### config.mk
export PLATFORM = sky130hd
export DESIGN_NAME = adder_share_ctrl
export DESIGN_NICKNAME = d
export VERILOG_FILES = /design/src/rtl/adder_share_pkg.sv /design/src/rtl/adder_share_ctrl_rr_arbiter.sv /design/src/rtl/adder_share_ctrl.sv
export SDC_FILE = /design/constraint.sdc
export NUM_CORES = 1
export LEC_CHECK = 0
export ABC_CLOCK_PERIOD_IN_PS = 8300
export CAP_MARGIN = 40
export CORE_ASPECT_RATIO = 0.9
export CORE_MARGIN = 5
export CORE_UTILIZATION = 25
export DETAILED_ROUTE_END_ITERATION = 7
export PLACE_DENSITY_LB_ADDON = 0.05
export SLEW_MARGIN = 20
export SYNTH_ARGS = -nofsm -noshare
export SYNTH_HDL_FRONTEND = slang
export SYNTH_SLANG_ARGS = --single-unit
### constraint.sdc
create_clock -name clk -period 8.3 [get_ports clk]
set_input_delay 1.66 -clock clk [delete_from_list [all_inputs] [get_ports clk]]
set_output_delay 1.66 -clock clk [all_outputs]
set_load 0.02 [all_outputs]
### src/rtl/adder_share_pkg.sv
// Shared constants and tag record for the adder time-sharing controller.
package adder_share_pkg;

    localparam int unsigned DEF_W    = 4;
    localparam int unsigned DEF_NREQ = 4;
    localparam int unsigned DEF_LAT  = 1;

    // Tag id is sized for the largest legal NREQ (16); narrower ids are zero-extended.
    localparam int unsigned TAG_IDW  = 4;

    typedef struct packed {
        logic               valid;
        logic [TAG_IDW-1:0] id;
    } tag_t;

endpackage

### src/rtl/adder_share_ctrl_rr_arbiter.sv
// Round-robin arbiter: one-hot grant searched from the pointer, pointer moves past each winner.
module rr_arbiter #(
    parameter int unsigned NREQ = 4,
    localparam int unsigned IDW = $clog2(NREQ)
) (
    input  logic            clk,
    input  logic            rst,
    input  logic [NREQ-1:0] i_req_valid,
    input  logic            i_advance,
    output logic [NREQ-1:0] o_grant,
    output logic [IDW-1:0]  o_grant_id,
    output logic            o_grant_active,
    output logic [IDW-1:0]  o_ptr
);

    logic [IDW-1:0]  r_ptr;
    logic [IDW-1:0]  w_idx;
    logic [IDW-1:0]  w_ptr_next;
    logic            w_found;
    logic [NREQ-1:0] w_grant;
    logic [IDW-1:0]  w_grant_id;

    always_comb begin
        w_grant    = '0;
        w_grant_id = '0;
        w_found    = 1'b0;
        w_idx      = '0;
        for (int unsigned k = 0; k < NREQ; k++) begin
            w_idx = IDW'((32'(r_ptr) + k) % NREQ);
            if (!w_found && i_req_valid[w_idx]) begin
                w_found        = 1'b1;
                w_grant[w_idx] = 1'b1;
                w_grant_id     = w_idx;
            end
        end
    end

    // Explicit wrap so non-power-of-two NREQ never yields an out-of-range pointer.
    assign w_ptr_next = (w_grant_id == IDW'(NREQ - 1)) ? '0 : w_grant_id + 1'b1;

    always_ff @(posedge clk) begin
        if (rst) begin
            r_ptr <= '0;
        end else if (i_advance && w_found) begin
            r_ptr <= w_ptr_next;
        end
    end

    assign o_grant        = w_grant;
    assign o_grant_id     = w_grant_id;
    assign o_grant_active = w_found;
    assign o_ptr          = r_ptr;

endmodule

### src/rtl/adder_share_ctrl.sv
// Time-shares one registered adder among NREQ requesters and returns id-tagged sums in order.
module adder_share_ctrl
    import adder_share_pkg::*;
#(
    parameter int unsigned W    = DEF_W,
    parameter int unsigned NREQ = DEF_NREQ,
    parameter int unsigned LAT  = DEF_LAT,
    localparam int unsigned IDW = $clog2(NREQ)
) (
    input  logic              clk,
    input  logic              rst,
    input  logic [NREQ-1:0]   req_valid,
    output logic [NREQ-1:0]   req_ready,
    input  logic [NREQ*W-1:0] req_a,
    input  logic [NREQ*W-1:0] req_b,
    output logic [W-1:0]      add_a,
    output logic [W-1:0]      add_b,
    input  logic [W:0]        add_sum,
    output logic              rsp_valid,
    output logic [IDW-1:0]    rsp_id,
    output logic [W:0]        rsp_sum
);

    logic [NREQ-1:0] w_req_valid;
    logic [NREQ-1:0] w_grant;
    logic [IDW-1:0]  w_grant_id;
    logic            w_grant_active;
    logic [IDW-1:0]  w_ptr;

    tag_t            r_tag [LAT];
    logic            r_rsp_valid;
    logic [IDW-1:0]  r_rsp_id;
    logic [W:0]      r_rsp_sum;

    // Masking requests during reset keeps req_ready low and the pointer untouched.
    assign w_req_valid = rst ? '0 : req_valid;

    rr_arbiter #(
        .NREQ (NREQ)
    ) u_arb (
        .clk            (clk),
        .rst            (rst),
        .i_req_valid    (w_req_valid),
        .i_advance      (w_grant_active),
        .o_grant        (w_grant),
        .o_grant_id     (w_grant_id),
        .o_grant_active (w_grant_active),
        .o_ptr          (w_ptr)
    );

    assign req_ready = w_grant;

    always_comb begin
        add_a = '0;
        add_b = '0;
        for (int unsigned k = 0; k < NREQ; k++) begin
            if (w_grant[k]) begin
                add_a = req_a[k*W +: W];
                add_b = req_b[k*W +: W];
            end
        end
    end

    always_ff @(posedge clk) begin
        if (rst) begin
            for (int unsigned s = 0; s < LAT; s++) begin
                r_tag[s] <= '0;
            end
        end else begin
            r_tag[0] <= '{valid: w_grant_active, id: TAG_IDW'(w_grant_id)};
            for (int unsigned s = 1; s < LAT; s++) begin
                r_tag[s] <= r_tag[s-1];
            end
        end
    end

    always_ff @(posedge clk) begin
        if (rst) begin
            r_rsp_valid <= 1'b0;
            r_rsp_id    <= '0;
            r_rsp_sum   <= '0;
        end else begin
            r_rsp_valid <= r_tag[LAT-1].valid;
            r_rsp_id    <= IDW'(r_tag[LAT-1].id);
            r_rsp_sum   <= add_sum;
        end
    end

    assign rsp_valid = r_rsp_valid;
    assign rsp_id    = r_rsp_id;
    assign rsp_sum   = r_rsp_sum;

endmodule

==> results of run 1 <==
## cells by family (layout without fill, tap and decap cells)
group           Yosys count  after routing  share of synthesized area
xor+xnor                  1              1                    0.00623
simple gates             65             65                      0.300
fa+ha+maj                 7              7                     0.0623
compound gates           38             38                      0.202
buf+inv                  32             81                      0.124
mux                      14             14                      0.120
flops                    13             13                      0.185
## metrics by stage
stage	instance area, µm²	hold WS, ns	std cells	util
after detailed placement	1990	0.424	282	0.372
final	2040	0.433	286	0.381
after global placement	1990	0.426	282	0.372
after floorplan	1410	0.414	170	-
after global routing	2040	0.457	286	0.381
after CTS	2040	0.437	286	0.381
## report_power, final
group | total [µW] | internal [µW] | switching, µW
clock network | 53.6 | 33.0 | 20.6
logic | 410 | 198 | 212
registers | 88.6 | 73.6 | 14.9
## cell usage after synthesis (2+ instances only)
master     count
inv_1         15
dfxtp_1       13
mux2i_1       11
nand2b_1      11
nor2b_1       11
a31oi_1        9
nand3b_1       9
o41ai_1        8
ha_1           7
nand3_1        7
o21ai_0        7
buf_2          6
buf_6          5
nor2_1         5
nand2_1        4
and4_1         3
clkbuf_1       3
a2111oi_0      2
a21oi_1        2
buf_4          2
mux4_2         2
nor4_1         2
o21a_1         2
o22ai_1        2
or2_2          2
## how the worst min path moves through the flow
stage	from	endpoint	slack (ns)
2_1_floorplan	r_tag[0][0]$_SDFF_PP0_	rsp_id[0]$_SDFF_PP0_	0.41
3_3_place_gp	r_tag[0][2]$_SDFF_PP0_	rsp_valid$_SDFF_PP0_	0.43
3_5_place_dp	r_tag[0][1]$_SDFF_PP0_	rsp_id[1]$_SDFF_PP0_	0.42
4_1_cts	r_tag[0][1]$_SDFF_PP0_	rsp_id[1]$_SDFF_PP0_	0.44
5_1_grt	r_tag[0][1]$_SDFF_PP0_	rsp_id[1]$_SDFF_PP0_	0.46
6_report	r_tag[0][1]$_SDFF_PP0_	rsp_id[1]$_SDFF_PP0_	0.43
## critical path: cells and delay by family
family / cells / cell delay [ns]
AND/OR/NAND/NOR: 4 / 1.56
buffers and inverters: 2 / 1.34
AO/OA/AOI/OAI: 2 / 0.39
## sequential cells by signal, indices dropped and copies added (netlist names), named ones only
| signal | cells |
|---|---|
| rsp_id | 2 |
| r_tag | 3 |
| u_arb.o_ptr | 1 |
| rsp_valid | 1 |
| rsp_sum | 5 |
## layout make-up
| cell class | instances | area [µm²] | share of cell area |
|---|---|---|---|
| Multi-Input combinational cell | 125 | 971 | 0.476 |
| Timing Repair Buffer | 62 | 621 | 0.304 |
| Sequential cell | 13 | 260 | 0.128 |
| Tap cell | 67 | 83.8 | 0.0411 |
| Inverter | 15 | 56.3 | 0.0276 |
| Clock buffer | 3 | 41.3 | 0.0203 |
| Clock inverter | 1 | 5.00 | 0.00246 |
## metal layers
metal	track usage	share of wire	up-vias
li1	-	-	712
met1	0.157	0.43	670
met2	0.185	0.51	37
met3	0.0162	0.060	0
met4	0.0149	0	0
met5	0	0	-
==> impl_metrics.json, run 1 <==
{
  "drt-total-wl_um": 4270,
  "grtUsageTotal": 0.112,
  "reg2reg_to": "u_arb.o_ptr[1]$_SDFFE_PP0P_",
  "port_buffers": 62,
  "crit_path_end": "add_b[1]",
  "min_period_ns": 6.60,
  "postLayoutSetupSlackWorst_ns": 1.70,
  "cts-root-buf": "clkbuf_8",
  "gp_congestion": 0.823,
  "slowest_stage": "clkdlybuf4s50_1",
  "die_area_um2": 7220,
  "cp.required_ns": 6.64,
  "startpoint": "rst",
  "setup_viol": 0,
  "leakagePower_uw": 0.000811,
  "tns_ns": 0,
  "synthArstFlopShare": 0,
  "fp-row-count": 25,
  "crit_fanout": 21,
  "endpoint_kind": "primary output",
  "fmax_mhz": 151,
  "ir_drop_mv": 0.154,
  "final_cell_mix": "clkdlybuf4s50_1, inv_1, dfxtp_1",
  "ant_nets": 0,
  "grt_pass1_wl_um": 6510,
  "max_slew_margin": 0.525,
  "n_fill_cell": 522,
  "hold_viol_final": 0,
  "num_vias": 1419,
  "io_pins": 63,
  "total_power_uw": 552,
  "drc": 0,
  "grt_max_degree": 22,
  "yosysTopAreaCell": "dfxtp_1",
  "cts_resized": 0,
  "dpl.hpwl_um": 3470,
  "postSynthAreaPerCell_um2": 8.27,
  "worstMarginPinSlew_ns": 0.711,
  "synth_fp_nets": 220,
  "drive_gt1_frac": 0.0594,
  "ys_seq_area_frac": 0.185,
  "coreArea_um2": 5350,
  "syn_to_final_growth_pct": 45.1,
  "first_iter_violations": 64,
  "drtPass1Iterations": 4,
  "yosys.area.top_type_share": 0.185,
  "grt_pass1_vias": 1356,
  "numCtsBuffers": 3,
  "holdPathStages": 1,
  "start_util": 0.263,
  "synth-seq-cells": 13,
  "netlist_area_um2": 1410,
  "place_ws_ns": 1.71,
  "clk_path_buf_depth": 2,
  "num_antenna_cells": 0,
  "clock_skew_ns": 0.000325,
  "die_w_um": 89.0,
  "maxCapViolations": 0,
  "rsz0062_at_grt": "no",
  "status": "finished clean",
  "final_nets": 270,
  "cts.sink_count": 13,
  "final_common_cell": "clkdlybuf4s50_1",
  "hold_buffers": 0,
  "ff2ff_path_depth": 8,
  "critPathArrivalTime_ns": 4.94,
  "vias_per_cell": 4.96,
  "grt_overflow": 0,
  "path_cells": "clkdlybuf4s50_1 -> or2_2 -> o22a_1 -> and3_1 -> or4_4 -> nor2b_4 -> a31oi_1 -> clkdlybuf4s50_1",
  "htreeDepth": 1,
  "ys.flop_type": "dfxtp_1",
  "start_kind": "input port",
  "synth_cell_types": 45,
  "cts_tree": "done",
  "die_y_um": 81.1,
  "p_per_area_nw_per_um2": 271,
  "timing.final.crit_share": 0.796,
  "post_cts_buffers": 0,
  "yosys_warnings": 0,
  "finalMaxSlewViolations": 0,
  "worst_path_largest_cell_delay_ns": 0.78,
  "crit_type": "input port to primary output",
  "regToRegSetupSlack_ns": 5.00,
  "path_clk_slew_ns": 0.05,
  "synth_cells": 170,
  "cp_common_cell": "clkdlybuf4s50_1",
  "avgRoutedWirePerCell_um": 14.9,
  "synth_edf_count": 0,
  "clk_latency_ns": 0.23,
  "synth_area_leaders": "dfxtp_1, mux2i_1, ha_1, o41ai_1, nand2b_1",
  "antenna_found_initial": 0,
  "hold_path_class": "flop to flop"
}
Note: power is estimated with default switching activity, not from simulation.
==> run 2: changes to the inputs <==
- ABC_CLOCK_PERIOD_IN_PS: 8300 -> 5600
- clock period: 8.3 -> 5.6 ns (I/O delays scaled with it)
==> impl_metrics.json, run 2 (synthesis gave the netlist of run 1 again) <==
{
  "hold_viol_final": 0,
  "start_kind": "input port",
  "status": "finished clean",
  "largest_reg_flops": 5,
  "crit_type": "input port to primary output",
  "final_cell_mix": "clkdlybuf4s50_1, inv_1, dfxtp_1",
  "gp_congestion": 0.821,
  "max_slew_margin": 0.661,
  "fmax_mhz": 187,
  "fp-row-count": 25,
  "comb_power_share": 0.759,
  "switching_share": 0.449,
  "cts-root-buf": "clkbuf_8",
  "coreArea_um2": 5350,
  "postLayoutSetupSlackWorst_ns": 0.243,
  "seqPwrFrac": 0.143,
  "clock_skew_ns": 0.000991,
  "p_per_area_nw_per_um2": 402,
  "die_area_um2": 7220,
  "grt_use_met2": 0.183,
  "start_util": 0.263,
  "cp_common_cell": "clkdlybuf4s50_1",
  "num_antenna_cells": 0,
  "rsz0062_at_grt": "no",
  "finalMaxSlewViolations": 0,
  "dpl.hpwl_um": 3600,
  "tns_ns": 0,
  "grtUsageTotal": 0.118,
  "grt_util_met1": 0.169,
  "n_fill_cell": 554,
  "drc": 0,
  "grt_pass1_wl_um": 6840,
  "first_iter_violations": 32,
  "cts_resized": 0,
  "intPower_uw": 455,
  "maxCapViolations": 0,
  "die_y_um": 81.1,
  "slowest_stage": "clkdlybuf4s50_1",
  "top_usage_layer": "met2",
  "place_ws_ns": 0.250,
  "antenna_found_initial": 0,
  "die_w_um": 89.0,
  "endpoint_kind": "primary output",
  "ir_drop_mv": 0.155,
  "switchingPower_uw": 371,
  "syn_to_final_growth_pct": 46.1,
  "hold_buffers": 0,
  "use_met3": 0.0162,
  "min_period_ns": 5.36,
  "numCtsBuffers": 3,
  "total_power_uw": 826,
  "fin_util": 0.384,
  "timing.final.crit_share": 0.957,
  "drive_gt1_frac": 0.0679,
  "port_buffers": 62,
  "vias_per_cell": 4.88,
  "drt-total-wl_um": 4370,
  "cts.sink_count": 13,
  "grt_pass1_vias": 1383,
  "grt_overflow": 0,
  "worstMarginPinSlew_ns": 0.508,
  "path_clk_slew_ns": 0.05,
  "io_pins": 63,
  "drtPass1Iterations": 4,
  "cts_tree": "done",
  "leakagePower_uw": 0.000821,
  "critPathArrivalTime_ns": 4.24,
  "cp.required_ns": 4.48,
  "grt_max_degree": 19,
  "clk_path_buf_depth": 2,
  "clk_latency_ns": 0.24,
  "worst_path_largest_cell_delay_ns": 0.73,
  "instances_no_fill": 288,
  "crit_fanout": 11,
  "hold_path_class": "flop to flop",
  "num_vias": 1404,
  "dpl.cell_count": 284,
  "post_cts_buffers": 0,
  "htreeDepth": 1,
  "clkPwrFrac": 0.098,
  "final_nets": 272,
  "avgRoutedWirePerCell_um": 15.2,
  "regToRegSetupSlack_ns": 2.64,
  "final_common_cell": "clkdlybuf4s50_1",
  "path_cells": "clkdlybuf4s50_1 -> and2b_1 -> mux4_2 -> nand3_1 -> and4_1 -> mux2i_1 -> a31oi_1 -> clkdlybuf4s50_1",
  "ant_nets": 0,
  "setup_viol": 0
}
-- run 2: worst paths after layout --
| path | start | to | depth (start not counted) |
|---|---|---|---|
| worst max-delay path | req_valid[3] | add_a[3] | 8 |
| worst min-delay path | r_tag[0][1]$_SDFF_PP0_ | rsp_id[1]$_SDFF_PP0_ | 1 |
| worst max register to register | u_arb.o_ptr[1]$_SDFFE_PP0P_ | u_arb.o_ptr[1]$_SDFFE_PP0P_ | 8 |
| worst min register to register | r_tag[0][1]$_SDFF_PP0_ | rsp_id[1]$_SDFF_PP0_ | 1 |
-- run 2: cell type report --
cell class	instances	area, µm²	area share
multi-input cells	125	971	0.473
clock buffers	3	41.3	0.0201
clock inverters	1	5.00	0.00244
repair buffers	64	636	0.310
flip-flops and latches	13	260	0.127
well taps	67	83.8	0.0408
inverters	15	56.3	0.0274
-- run 2: worst max-delay path: cells and delay by family --
family,cells,cell delay [ns]
simple gates,3,0.86
mux,2,0.70
compound gates,1,0.18
buf+inv,2,1.36
-- run 2: power by group through the flow --
stage	Clock (µW)	Sequential (µW)	Combinational [µW]
finish	80.8	118	627
global route	89.0	120	679
CTS	87.1	118	632
detailed placement	0	120	631
global placement	0	120	630
floorplan	0	127	409
-- run 2: per-layer routing --
layer | routed length [µm] | share of wire
met5 | 0 | 0
met4 | 55 | 0.013
met3 | 217 | 0.050
met2 | 2070 | 0.47
met1 | 2030 | 0.46
-- run 2: stage by stage --
step	hold WS, ns	cell area, µm²
after floorplan	0.414	1410
after global placement	0.422	2010
after detailed placement	0.427	2010
after CTS	0.441	2050
after global routing	0.453	2050
final	0.437	2050
==> run 3: changes to the inputs <==
- CTS_CLUSTER_DIAMETER: unset -> 80
==> results of run 3 <==
Final layout, timing and power as in run 2 (identical DEF).
